--- config.mk ---
export PLATFORM = sky130hd
export DESIGN_NAME = window_scan_ctrl_flat
export DESIGN_NICKNAME = d
export VERILOG_FILES = /design/src/rtl/wsc_pkg.sv /design/src/rtl/wsc_if.sv /design/src/rtl/wsc_addr_gen.sv /design/src/rtl/window_scan_ctrl.sv /design/src/flat_wrapper.sv
export SDC_FILE = /design/constraint.sdc
export NUM_CORES = 1
export LEC_CHECK = 0
export CORE_MARGIN = 4
export CORE_UTILIZATION = 40
export CTS_BUF_LIST = sky130_fd_sc_hd__clkbuf_4
export DETAILED_ROUTE_END_ITERATION = 10
export DONT_BUFFER_PORTS = 1
export GPL_TIMING_DRIVEN = 0
export HOLD_SLACK_MARGIN = 0.1
export PLACE_DENSITY = 0.57
export SYNTH_ARGS = -nofsm -noshare
export SYNTH_HDL_FRONTEND = slang
export SYNTH_SLANG_ARGS = --single-unit
--- constraint.sdc ---
create_clock -name CLK -period 2.8 [get_ports CLK]
set_clock_uncertainty 0.1 [all_clocks]
set_input_delay 0.42 -clock CLK [delete_from_list [all_inputs] [get_ports CLK]]
set_output_delay 0.42 -clock CLK [all_outputs]
set_load 0.05 [all_outputs]
--- src/rtl/wsc_pkg.sv ---
// Shared constants and state type for the 20x20 sliding-window scan controller.
package wsc_pkg;
    localparam int unsigned WIN    = 20;
    localparam int unsigned ADDR_W = 17;
    localparam int unsigned X_W    = 9;
    localparam int unsigned Y_W    = 8;
    localparam int unsigned COL_W  = 5;
    localparam int unsigned ENG_AW = 9;
    localparam int unsigned DATA_W = 32;

    typedef enum logic [2:0] {
        IDLE,
        FETCH,
        ROW_WAIT,
        EMIT,
        ADVANCE
    } state_t;
endpackage

--- src/rtl/wsc_if.sv ---
// Pixel-memory, integral-engine and window-handshake bundle of the scan controller.
interface wsc_if;
    import wsc_pkg::*;

    logic              pix_rd;
    logic [ADDR_W-1:0] pix_addr;
    logic [DATA_W-1:0] pix_data;
    logic              eng_we;
    logic [ENG_AW-1:0] eng_addr;
    logic [DATA_W-1:0] eng_data;
    logic              eng_done;
    logic              win_valid;
    logic [X_W-1:0]    win_x;
    logic [Y_W-1:0]    win_y;
    logic              win_ready;
    logic              busy;
    logic              frame_done;

    modport master (
        output pix_rd, pix_addr, eng_we, eng_addr, eng_data,
               win_valid, win_x, win_y, busy, frame_done,
        input  pix_data, eng_done, win_ready
    );

    modport slave (
        input  pix_rd, pix_addr, eng_we, eng_addr, eng_data,
               win_valid, win_x, win_y, busy, frame_done,
        output pix_data, eng_done, win_ready
    );
endinterface

--- src/rtl/wsc_addr_gen.sv ---
// Window position, row and column counters plus a multiplier-free pixel address accumulator.
module wsc_addr_gen
    import wsc_pkg::*;
#(
    parameter int unsigned IMG_W = 320,
    parameter int unsigned IMG_H = 240,
    parameter int unsigned STEP  = 4
) (
    input  logic              clk,
    input  logic              rst,
    input  logic              load,
    input  logic              rd_step,
    input  logic              row_step,
    input  logic              win_step,
    output logic [X_W-1:0]    wx,
    output logic [Y_W-1:0]    wy,
    output logic [COL_W-1:0]  col,
    output logic              row_last,
    output logic              frame_last,
    output logic [ADDR_W-1:0] pix_addr
);
    logic [COL_W-1:0]  r;
    logic [ADDR_W-1:0] win_base;
    logic [ADDR_W-1:0] row_base;
    logic              wrap;
    logic [Y_W:0]      wy_step;
    logic [X_W-1:0]    wx_next;
    logic [Y_W-1:0]    wy_next;
    logic [ADDR_W-1:0] win_base_next;

    // Next window: step right, or wrap to column 0 one stride further down.
    assign wrap          = (10'(wx) + 10'(STEP + WIN)) > 10'(IMG_W);
    assign wy_step       = 9'(wy) + 9'(STEP);
    assign frame_last    = wrap && ((wy_step + 9'(WIN)) > 9'(IMG_H));
    assign wx_next       = wrap ? '0 : wx + X_W'(STEP);
    assign wy_next       = wrap ? wy + Y_W'(STEP) : wy;
    assign win_base_next = wrap ? win_base - ADDR_W'(wx) + ADDR_W'(STEP * IMG_W)
                                : win_base + ADDR_W'(STEP);
    assign row_last      = (r == COL_W'(WIN - 1));

    always_ff @(posedge clk or posedge rst) begin
        if (rst) begin
            wx       <= '0;
            wy       <= '0;
            r        <= '0;
            col      <= '0;
            win_base <= '0;
            row_base <= '0;
            pix_addr <= '0;
        end else if (load) begin
            wx       <= '0;
            wy       <= '0;
            r        <= '0;
            col      <= '0;
            win_base <= '0;
            row_base <= '0;
            pix_addr <= '0;
        end else if (win_step) begin
            wx       <= wx_next;
            wy       <= wy_next;
            r        <= '0;
            col      <= '0;
            win_base <= win_base_next;
            row_base <= win_base_next;
            pix_addr <= win_base_next;
        end else if (row_step) begin
            r        <= r + COL_W'(1);
            col      <= '0;
            row_base <= row_base + ADDR_W'(IMG_W);
            pix_addr <= row_base + ADDR_W'(IMG_W);
        end else if (rd_step) begin
            col      <= col + COL_W'(1);
            pix_addr <= pix_addr + ADDR_W'(1);
        end
    end
endmodule

--- src/rtl/window_scan_ctrl.sv ---
// Frame scan controller: streams 20x20 windows row by row into the integral engine.
// Build option WSC_ABORT_EN adds an abort input that returns to IDLE from any state.
module window_scan_ctrl
    import wsc_pkg::*;
#(
    parameter int unsigned IMG_W = 320,
    parameter int unsigned IMG_H = 240,
    parameter int unsigned STEP  = 4
) (
    input  logic CLK,
    input  logic RESET,
    input  logic START,
`ifdef WSC_ABORT_EN
    input  logic abort,
`endif
    wsc_if.master bus
);
    state_t            state;
    logic              pix_rd_q;
    logic              eng_we_q;
    logic [ENG_AW-1:0] eng_addr_q;
    logic              win_valid_q;
    logic              busy_q;
    logic              frame_done_q;

    logic              abort_c;
    logic              load_c;
    logic              rd_step_c;
    logic              row_step_c;
    logic              win_step_c;
    logic              col_last_c;

    logic [X_W-1:0]    wx;
    logic [Y_W-1:0]    wy;
    logic [COL_W-1:0]  col;
    logic              row_last;
    logic              frame_last;
    logic [ADDR_W-1:0] pix_addr;

`ifdef WSC_ABORT_EN
    assign abort_c = abort;
`else
    assign abort_c = 1'b0;
`endif

    assign col_last_c = (col == COL_W'(WIN - 1));
    assign load_c     = !abort_c && (state == IDLE) && START;
    assign rd_step_c  = !abort_c && (state == FETCH) && pix_rd_q && !col_last_c;
    assign row_step_c = !abort_c && (state == ROW_WAIT) && bus.eng_done;
    assign win_step_c = !abort_c && (state == ADVANCE);

    wsc_addr_gen #(
        .IMG_W (IMG_W),
        .IMG_H (IMG_H),
        .STEP  (STEP)
    ) u_addr_gen (
        .clk        (CLK),
        .rst        (RESET),
        .load       (load_c),
        .rd_step    (rd_step_c),
        .row_step   (row_step_c),
        .win_step   (win_step_c),
        .wx         (wx),
        .wy         (wy),
        .col        (col),
        .row_last   (row_last),
        .frame_last (frame_last),
        .pix_addr   (pix_addr)
    );

    // Scan sequencer; every read is echoed as an engine write one cycle later.
    always_ff @(posedge CLK or posedge RESET) begin
        if (RESET) begin
            state        <= IDLE;
            pix_rd_q     <= 1'b0;
            eng_we_q     <= 1'b0;
            eng_addr_q   <= '0;
            win_valid_q  <= 1'b0;
            busy_q       <= 1'b0;
            frame_done_q <= 1'b0;
        end else begin
            eng_we_q     <= 1'b0;
            frame_done_q <= 1'b0;
            if (abort_c) begin
                state       <= IDLE;
                pix_rd_q    <= 1'b0;
                win_valid_q <= 1'b0;
                busy_q      <= 1'b0;
            end else begin
                case (state)
                    IDLE: begin
                        if (START) begin
                            state    <= FETCH;
                            pix_rd_q <= 1'b1;
                            busy_q   <= 1'b1;
                        end
                    end
                    FETCH: begin
                        eng_we_q   <= pix_rd_q;
                        eng_addr_q <= ENG_AW'(col);
                        if (pix_rd_q) begin
                            pix_rd_q <= !col_last_c;
                        end else begin
                            state <= ROW_WAIT;
                        end
                    end
                    ROW_WAIT: begin
                        if (bus.eng_done) begin
                            if (row_last) begin
                                state       <= EMIT;
                                win_valid_q <= 1'b1;
                            end else begin
                                state    <= FETCH;
                                pix_rd_q <= 1'b1;
                            end
                        end
                    end
                    EMIT: begin
                        if (bus.win_ready) begin
                            state       <= ADVANCE;
                            win_valid_q <= 1'b0;
                        end
                    end
                    ADVANCE: begin
                        if (frame_last) begin
                            state        <= IDLE;
                            busy_q       <= 1'b0;
                            frame_done_q <= 1'b1;
                        end else begin
                            state    <= FETCH;
                            pix_rd_q <= 1'b1;
                        end
                    end
                    default: state <= IDLE;
                endcase
            end
        end
    end

    assign bus.pix_rd     = pix_rd_q;
    assign bus.pix_addr   = pix_addr;
    assign bus.eng_we     = eng_we_q;
    assign bus.eng_addr   = eng_addr_q;
    // Memory data is passed straight through so it lands in the cycle it is returned.
    assign bus.eng_data   = eng_we_q ? bus.pix_data : '0;
    assign bus.win_valid  = win_valid_q;
    assign bus.win_x      = wx;
    assign bus.win_y      = wy;
    assign bus.busy       = busy_q;
    assign bus.frame_done = frame_done_q;
endmodule
--- src/flat_wrapper.sv ---
// flat-port wrapper written by rule: the top's interface ports become plain ports
module window_scan_ctrl_flat import wsc_pkg::*;
#(
    parameter int unsigned IMG_W = 320,
    parameter int unsigned IMG_H = 240,
    parameter int unsigned STEP  = 4
)
  (CLK, RESET, START, bus_pix_rd, bus_pix_addr, bus_eng_we, bus_eng_addr, bus_eng_data, bus_win_valid, bus_win_x, bus_win_y, bus_busy, bus_frame_done, bus_pix_data, bus_eng_done, bus_win_ready);
  wsc_if bus_i ();
  input  logic CLK;
  input  logic RESET;
  input  logic START;
  output wire logic [$bits(bus_i.pix_rd)-1:0] bus_pix_rd;
  output wire logic [$bits(bus_i.pix_addr)-1:0] bus_pix_addr;
  output wire logic [$bits(bus_i.eng_we)-1:0] bus_eng_we;
  output wire logic [$bits(bus_i.eng_addr)-1:0] bus_eng_addr;
  output wire logic [$bits(bus_i.eng_data)-1:0] bus_eng_data;
  output wire logic [$bits(bus_i.win_valid)-1:0] bus_win_valid;
  output wire logic [$bits(bus_i.win_x)-1:0] bus_win_x;
  output wire logic [$bits(bus_i.win_y)-1:0] bus_win_y;
  output wire logic [$bits(bus_i.busy)-1:0] bus_busy;
  output wire logic [$bits(bus_i.frame_done)-1:0] bus_frame_done;
  input wire logic [$bits(bus_i.pix_data)-1:0] bus_pix_data;
  input wire logic [$bits(bus_i.eng_done)-1:0] bus_eng_done;
  input wire logic [$bits(bus_i.win_ready)-1:0] bus_win_ready;
  assign bus_pix_rd = bus_i.pix_rd;
  assign bus_pix_addr = bus_i.pix_addr;
  assign bus_eng_we = bus_i.eng_we;
  assign bus_eng_addr = bus_i.eng_addr;
  assign bus_eng_data = bus_i.eng_data;
  assign bus_win_valid = bus_i.win_valid;
  assign bus_win_x = bus_i.win_x;
  assign bus_win_y = bus_i.win_y;
  assign bus_busy = bus_i.busy;
  assign bus_frame_done = bus_i.frame_done;
  assign bus_i.pix_data = bus_pix_data;
  assign bus_i.eng_done = bus_eng_done;
  assign bus_i.win_ready = bus_win_ready;
  window_scan_ctrl #(.IMG_W(IMG_W), .IMG_H(IMG_H), .STEP(STEP)) u_core (.CLK(CLK), .RESET(RESET), .START(START), .bus(bus_i));
endmodule
# ---- Word-level counts from Yosys, hierarchy flattened
# Index checks and enable logic that the tools add are counted.
dict set report classes {
  addsub 12
  multipliers 0
  div_mod_pow 0
  n_lt_le_gt_ge 2
  n_eq_ne 14
  n_shift 0
  n_mux 46
  bitwise 0
  reduce_logical 19
}
# op count
set ops {}
lappend ops {{two-way mux 17 bit} 10}
lappend ops {{two-way mux 5 bit} 7}
lappend ops {{two-way mux 32 bit} 1}
lappend ops {{two-way mux 9 bit} 3}
lappend ops {{two-way mux 8 bit} 3}
lappend ops {{adder 17 x 1 -> 17 bit, second input constant} 1}
lappend ops {{adder 17 x 11 -> 17 bit, second input constant} 1}
lappend ops {{adder 17 x 3 -> 17 bit, second input constant} 1}
lappend ops {{adder 17 x 9 -> 17 bit, second input constant} 1}
lappend ops {{subtractor 17 x 9 -> 17 bit} 1}
lappend ops {{case mux 3 bit (5 select lines)} 1}
lappend ops {{two-way mux 1 bit} 13}
lappend ops {{two-way mux 3 bit} 4}
lappend ops {{!= test 2 bit, second input constant} 6}
lappend ops {{adder 5 x 1 -> 5 bit, second input constant} 2}
lappend ops {{adder 9 x 5 -> 10 bit, second input constant} 1}
lappend ops {{== test 5 bit, second input constant} 2}
lappend ops {{> comparator 10 x 9 -> 1 bit, second input constant} 1}
lappend ops {{adder 8 x 3 -> 9 bit, second input constant} 1}
lappend ops {{adder 9 x 3 -> 9 bit, second input constant} 1}
lappend ops {{adder 9 x 5 -> 9 bit, second input constant} 1}
lappend ops {{> comparator 9 x 8 -> 1 bit, second input constant} 1}
lappend ops {{adder 8 x 3 -> 8 bit, second input constant} 1}
lappend ops {{AND reduction 4 bit} 2}
lappend ops {{other kinds (16)} 27}
dict set report word_totals {
  regBits 91
  latchBits 0
  ramBits 0
  romBits 0
  inputBits 37
  output_inout_bits 80
  word_cells 107
  n_memories 0
}

# ---- Longest topological paths before layout
dict set report depth {
  word_depth 7
  mapped_depth 11
  mapped_depth_nobuf 11
}

# ---- Cells and area by module
# A second synthesis with hierarchy kept.
dict set report hier_totals {
  cells_unflattened 736
  area_unflattened_um2 6391.1
}
# mod instances cells_per_inst area_per_inst_um2 seq_area_each_um2
set by_module_without_submodules {}
lappend by_module_without_submodules {wsc_addr_gen 1 639 5491.5 1851.8}
lappend by_module_without_submodules {window_scan_ctrl 1 97 899.6 325.3}

# ---- Worst setup path after synthesis
# No wires, ideal clock.
dict set report synth_path {
  kind {register to register}
  start {reg u_core.u_addr_gen.wx[2]}
  end {reg u_core.u_addr_gen.win_base[15]}
  setup_time_ps 126
  arrival_time_ps 2984
  required_time_ps 2574
  setup_slack_ps -410
  stages_incl_launch_ff 12
  n_path_buf 0
  period_less_slack_ps 3210
  path_cell_list {dfrtp_1 > inv_1 > ha_1 > inv_1 > fa_1 > nor2b_1 > o2111ai_1 > a311oi_1 > o21ai_1 > o211ai_1 > o31ai_1 > a221o_1}
}
dict set report synth_via {
  elab_chain_cells 5
  word_cells_on_any_way 7
  cone_classes {3 x add/sub; 1 x order compare; 3 x mux}
}
# element line
set synth_rtl {}
lappend synth_rtl {{start, declared} wsc_addr_gen.sv:15} ;# output logic [X_W-1:0] wx,
lappend synth_rtl {{start signal, assigned} wsc_addr_gen.sv:59} ;# wx <= wx_next;
lappend synth_rtl {{subtractor 17 x 9 -> 17 bit or adder 9 x 5 -> 10 bit (tied branches)} {wsc_addr_gen.sv:37, wsc_addr_gen.sv:32}}
lappend synth_rtl {{adder 17 x 11 -> 17 bit or > comparator 10 x 9 -> 1 bit (tied branches)} {wsc_addr_gen.sv:37, wsc_addr_gen.sv:32}}
lappend synth_rtl {{two-way mux 17 bit *} wsc_addr_gen.sv:37} ;# assign win_base_next = wrap ? win_base - ADDR_W'(wx) + ADDR_W'(STEP * IMG_W)
lappend synth_rtl {{two-way mux 17 bit *} wsc_addr_gen.sv:58} ;# end else if (win_step) begin
lappend synth_rtl {{two-way mux 17 bit *} wsc_addr_gen.sv:50} ;# end else if (load) begin
lappend synth_rtl {{end signal, assigned} wsc_addr_gen.sv:63} ;# win_base <= win_base_next;
lappend synth_rtl {{end, declared} wsc_addr_gen.sv:23} ;# logic [ADDR_W-1:0] win_base;
# Mark *: on every way between the ends. The rest lies on a longest branch, timed or not. The select of a mux whose other input is x is not followed.
# A chain may end at the register's enable or synchronous reset.

# ---- Worst setup path after layout
dict set report layout_path {
  start {reg u_core.u_addr_gen.wx[2]}
  end {reg u_core.u_addr_gen.win_base[16]}
}
# The elaborated chain is that of the path after synthesis.

==> metrics.md <==
| Metric | Value |
|---|---|
| Drt total wl | just under 20000 µm |
| Critical Path Start Type | register |
| CTS tree | built |
| Clock Path Buffers | 2 |
| Root Driver | clkbuf_4 |
| Total power density per cell area | 815 nW/µm² |
| Compound-Gate Fraction of Synth Area | 0.216 |
| CP arrival | ~3.3 ns |
| CTS clk-pin slew, worst paths | around 0.16 ns |
| Nature of the critical path endpoint | register |
| Power, Total | roughly 6.2 mW |
| Sequential cell area fraction in the yosys report | 0.348 |
| Number of global-route vias before repair | 5564 |
| DIE HEIGHT | 133 µm |
| Largest family of logic cells by synthesized area | compound AO/OA/AOI/OAI gates |
| CTS Sinks | 87 |
| Total CTS buffers | 9 |
| Placer Congestion | around 0.93 |
| Final Hold Viols | 0 |
| Final period util | 1.06 |
| Pleak | 3.27 nW |
| Fin Hold WS | ~0.14 ns |
| #FFs+latches synth | 87 |
| Initial antenna violation count | 1 |
| Yosys cell types | 76 |
| Adder-Cell Fraction of Synth Area | 0.0828 |
| Row count | 45 |
| Final setup margin | -0.169 ns |
| Total placed instance area | between 6000 and 7000 µm² |
| Post-synth EDFFs | 0 |
| Die area | 17700 µm² |
| Yosys warnings | 0 |
| RSZ-0062 raised after global routing | true |
| Number of port buffers | 0 |
| Rel. slew slack | 0.446 |
| Post-DRT Antenna Nets | 0 |
| Die W | 133 µm |
| Maximum fanout along the worst path | 6 |
| Final setup fails | 14 |
| Mux cell area share after synthesis | 0.0214 |
| WS Path Type | register to register |
| Initial Utilization | 0.410 |
| Worst EP required | 3.09 ns |
| DRC | 0 |
| Core ar. | around 15000 µm² |
| Worst slew pin tran | around 0.83 ns |
| Worst skew pair latency | around 0.5 ns |
| Final Instance Area | roughly 7600 µm² |
| Wire length per cell | between 15 and 20 µm |
| Status | finished with violations |
| Syn-to-layout area delta | 21.9% |
| Max Cap Violations | 0 |
| Ys async rst share | 1.00 |
| Synth Area per Inst | between 8 and 9 µm² |
| Initial drt markers | between 400 and 500 |
| Top_reg_cell synth | dfrtp_1 |
| Largest net degree at the start of global routing | 39 |
| Vias per cell | 5.82 |
| Filler Cells Inserted | 1376 |
| Share of layout cells above drive strength 1 | 0.228 |
| Xor/xnor share of the synthesized area | 0.0742 |
| Post-Synth Simple-Gate Area | 0.204 |
| Max Fclk | between 300 and 400 MHz |
| Global Route Usage Sum | 0.214 |
| Global-route wire length before repair | 30200 µm |
| Drt pass-1 iters | 6 |
| Failing checks | negative setup slack |
| CTS H-tree lvls | 3 |
| Mapped cell area | roughly 6300 µm² |
| IO Count | between 100 and 150 |
| Max-slew violations | 0 |
| Hold/Removal Path Class | input pin to register |
| Final min period | a little under 3 ns |
| DP HPWL | 13700 µm |
| Worst VDD drop | 0.396 mV |
| Gate Count Post-Synth | 722 |
| Vias | between 5000 and 6000 |
| Total gr overflow | 0 |
| Nets | between 800 and 900 |
[cell type report]
cell class,count,area (µm²),share of cell area
Clock inverter,7,77.6,0.0102
Buffer,40,255,0.0335
Multi-Input combinational cell,571,4320,0.567
Antenna cell,1,2.50,0.000328
Timing Repair Buffer,32,304,0.0399
Sequential cell,87,2200,0.289
Inverter,30,131,0.0172
Clock buffer,9,67.6,0.00886
Tap cell,211,264,0.0346
[per-stage QoR]
step	worst slack (ns)	std cells	utilization	TNS (ns)
floorplan	-0.0587	729	-	-0.115
global placement	-0.490	940	0.436	-11.32
detailed placement	-0.499	942	0.439	-12.51
CTS	-0.295	980	0.481	-2.88
global route	-0.242	988	0.500	-2.79
finish	-0.169	988	0.500	-1.56
[final timing paths]
path | startpoint | to | slack, ns | depth (start not counted)
min in group asynchronous | RESET | u_core.u_addr_gen.win_base[14] | 0.29 | 2
setup reg to reg | u_core.u_addr_gen.wx[2] | u_core.u_addr_gen.win_base[16] | -0.17 | 11
hold reg to reg | u_core.u_addr_gen.row_base[4] | u_core.u_addr_gen.row_base[4] | 0.40 | 1
setup / recovery | u_core.u_addr_gen.wx[2] | u_core.u_addr_gen.win_base[16] | -0.17 | 11
hold / removal | bus_win_ready | u_core.state[0] | 0.14 | 3
max in group asynchronous | RESET | u_core.u_addr_gen.pix_addr[6] | 1.52 | 4
[critical path, stage by stage, from the launching register on]
cell      delay (ns)
dfrtp_4         0.62
inv_4           0.10
ha_4            0.20
buf_6           0.11
ha_4            0.26
a21oi_4         0.06
o211ai_2        0.19
nand4_1         0.30
a211oi_4        0.35
mux2_4          0.36
a31oi_4         0.16
o21ai_1         0.07
[power breakdown]
group	internal, mW	leakage, nW	total, mW	switching (mW)
Combinational	1.15	2.04	2.99	1.83
Clock	0.282	0.0773	0.802	0.521
Sequential	1.54	1.16	2.42	0.890
[flip-flops by register name, indices dropped and copies added, names as in the netlist]
name and count:
u_core.u_addr_gen.pix_addr 17, u_core.u_addr_gen.row_base 17, u_core.u_addr_gen.win_base 17, u_core.u_addr_gen.wx 7, u_core.u_addr_gen.wy 6, u_core.bus.eng_addr 5, u_core.u_addr_gen.col 5, u_core.u_addr_gen.r 5
u_core.state 3, u_core.bus.busy 1, u_core.bus.eng_we 1, u_core.bus.frame_done 1, u_core.bus.pix_rd 1, u_core.bus.win_valid 1
[per-layer routing]
layer | GRT usage | vias up | routed length, µm
met4 | 0.0866 | 0 | 479
li1 | - | 2642 | -
met1 | 0.276 | 2804 | 8170
met5 | 0 | - | 0
met3 | 0.0319 | 38 | 1300
met2 | 0.361 | 266 | 9610
[cell families after synthesis]
kind of cell    after synthesis
simple gates                255
compound gates              201
flops                        87
buf+inv                      71
xor+xnor                     53
fa+ha+maj                    41
mux                          12
other cells                   2
[synthesized netlist by cell type, types with 12 or more instances]
master     n  area [µm²]
nand3_1   28         140
nand2_1   75         282
and2_1    36         225
xnor2_1   28         245
nor2_1    53         199
a21o_1    14         105
inv_1     29         109
dfrtp_1   87        2180
a21oi_1   47         235
ha_1      39         488
o21ai_1   12        60.1
clkbuf_1  19        71.3
xor2_1    25         219
o21ai_0   47         235
[timing repair]
action / in CTS / in global routing
pin swaps: 36 / 25
hold buffers: 3 / 0
buffers inserted: 20 / 8
resized for setup: 65 / 57
setup endpoints to repair: 59 / 48
endpoints found under the hold margin: 52 / 0
[cell usage in the layout, fill, tap and decap left out, types with 9 or more instances in the layout]
| cell type | netlist | final |
|---|---|---|
| and2_1 | 36 | 36 |
| dfrtp_1 | 87 | 78 |
| ha_4 | 0 | 14 |
| and3_1 | 10 | 9 |
| xnor2_1 | 28 | 28 |
| o21ai_1 | 12 | 14 |
| conb_1 | 2 | 9 |
| nand2_1 | 75 | 72 |
| nand3_1 | 28 | 26 |
| clkbuf_1 | 19 | 14 |
| o21ai_0 | 47 | 39 |
| ha_1 | 39 | 24 |
| xor2_1 | 25 | 25 |
| clkbuf_4 | 0 | 10 |
| inv_1 | 29 | 23 |
| a21o_1 | 14 | 14 |
| buf_4 | 8 | 29 |
| a21oi_1 | 47 | 39 |
| nor2_1 | 53 | 48 |
| nand4_1 | 11 | 11 |
Power figures use the tool's default switching activity.
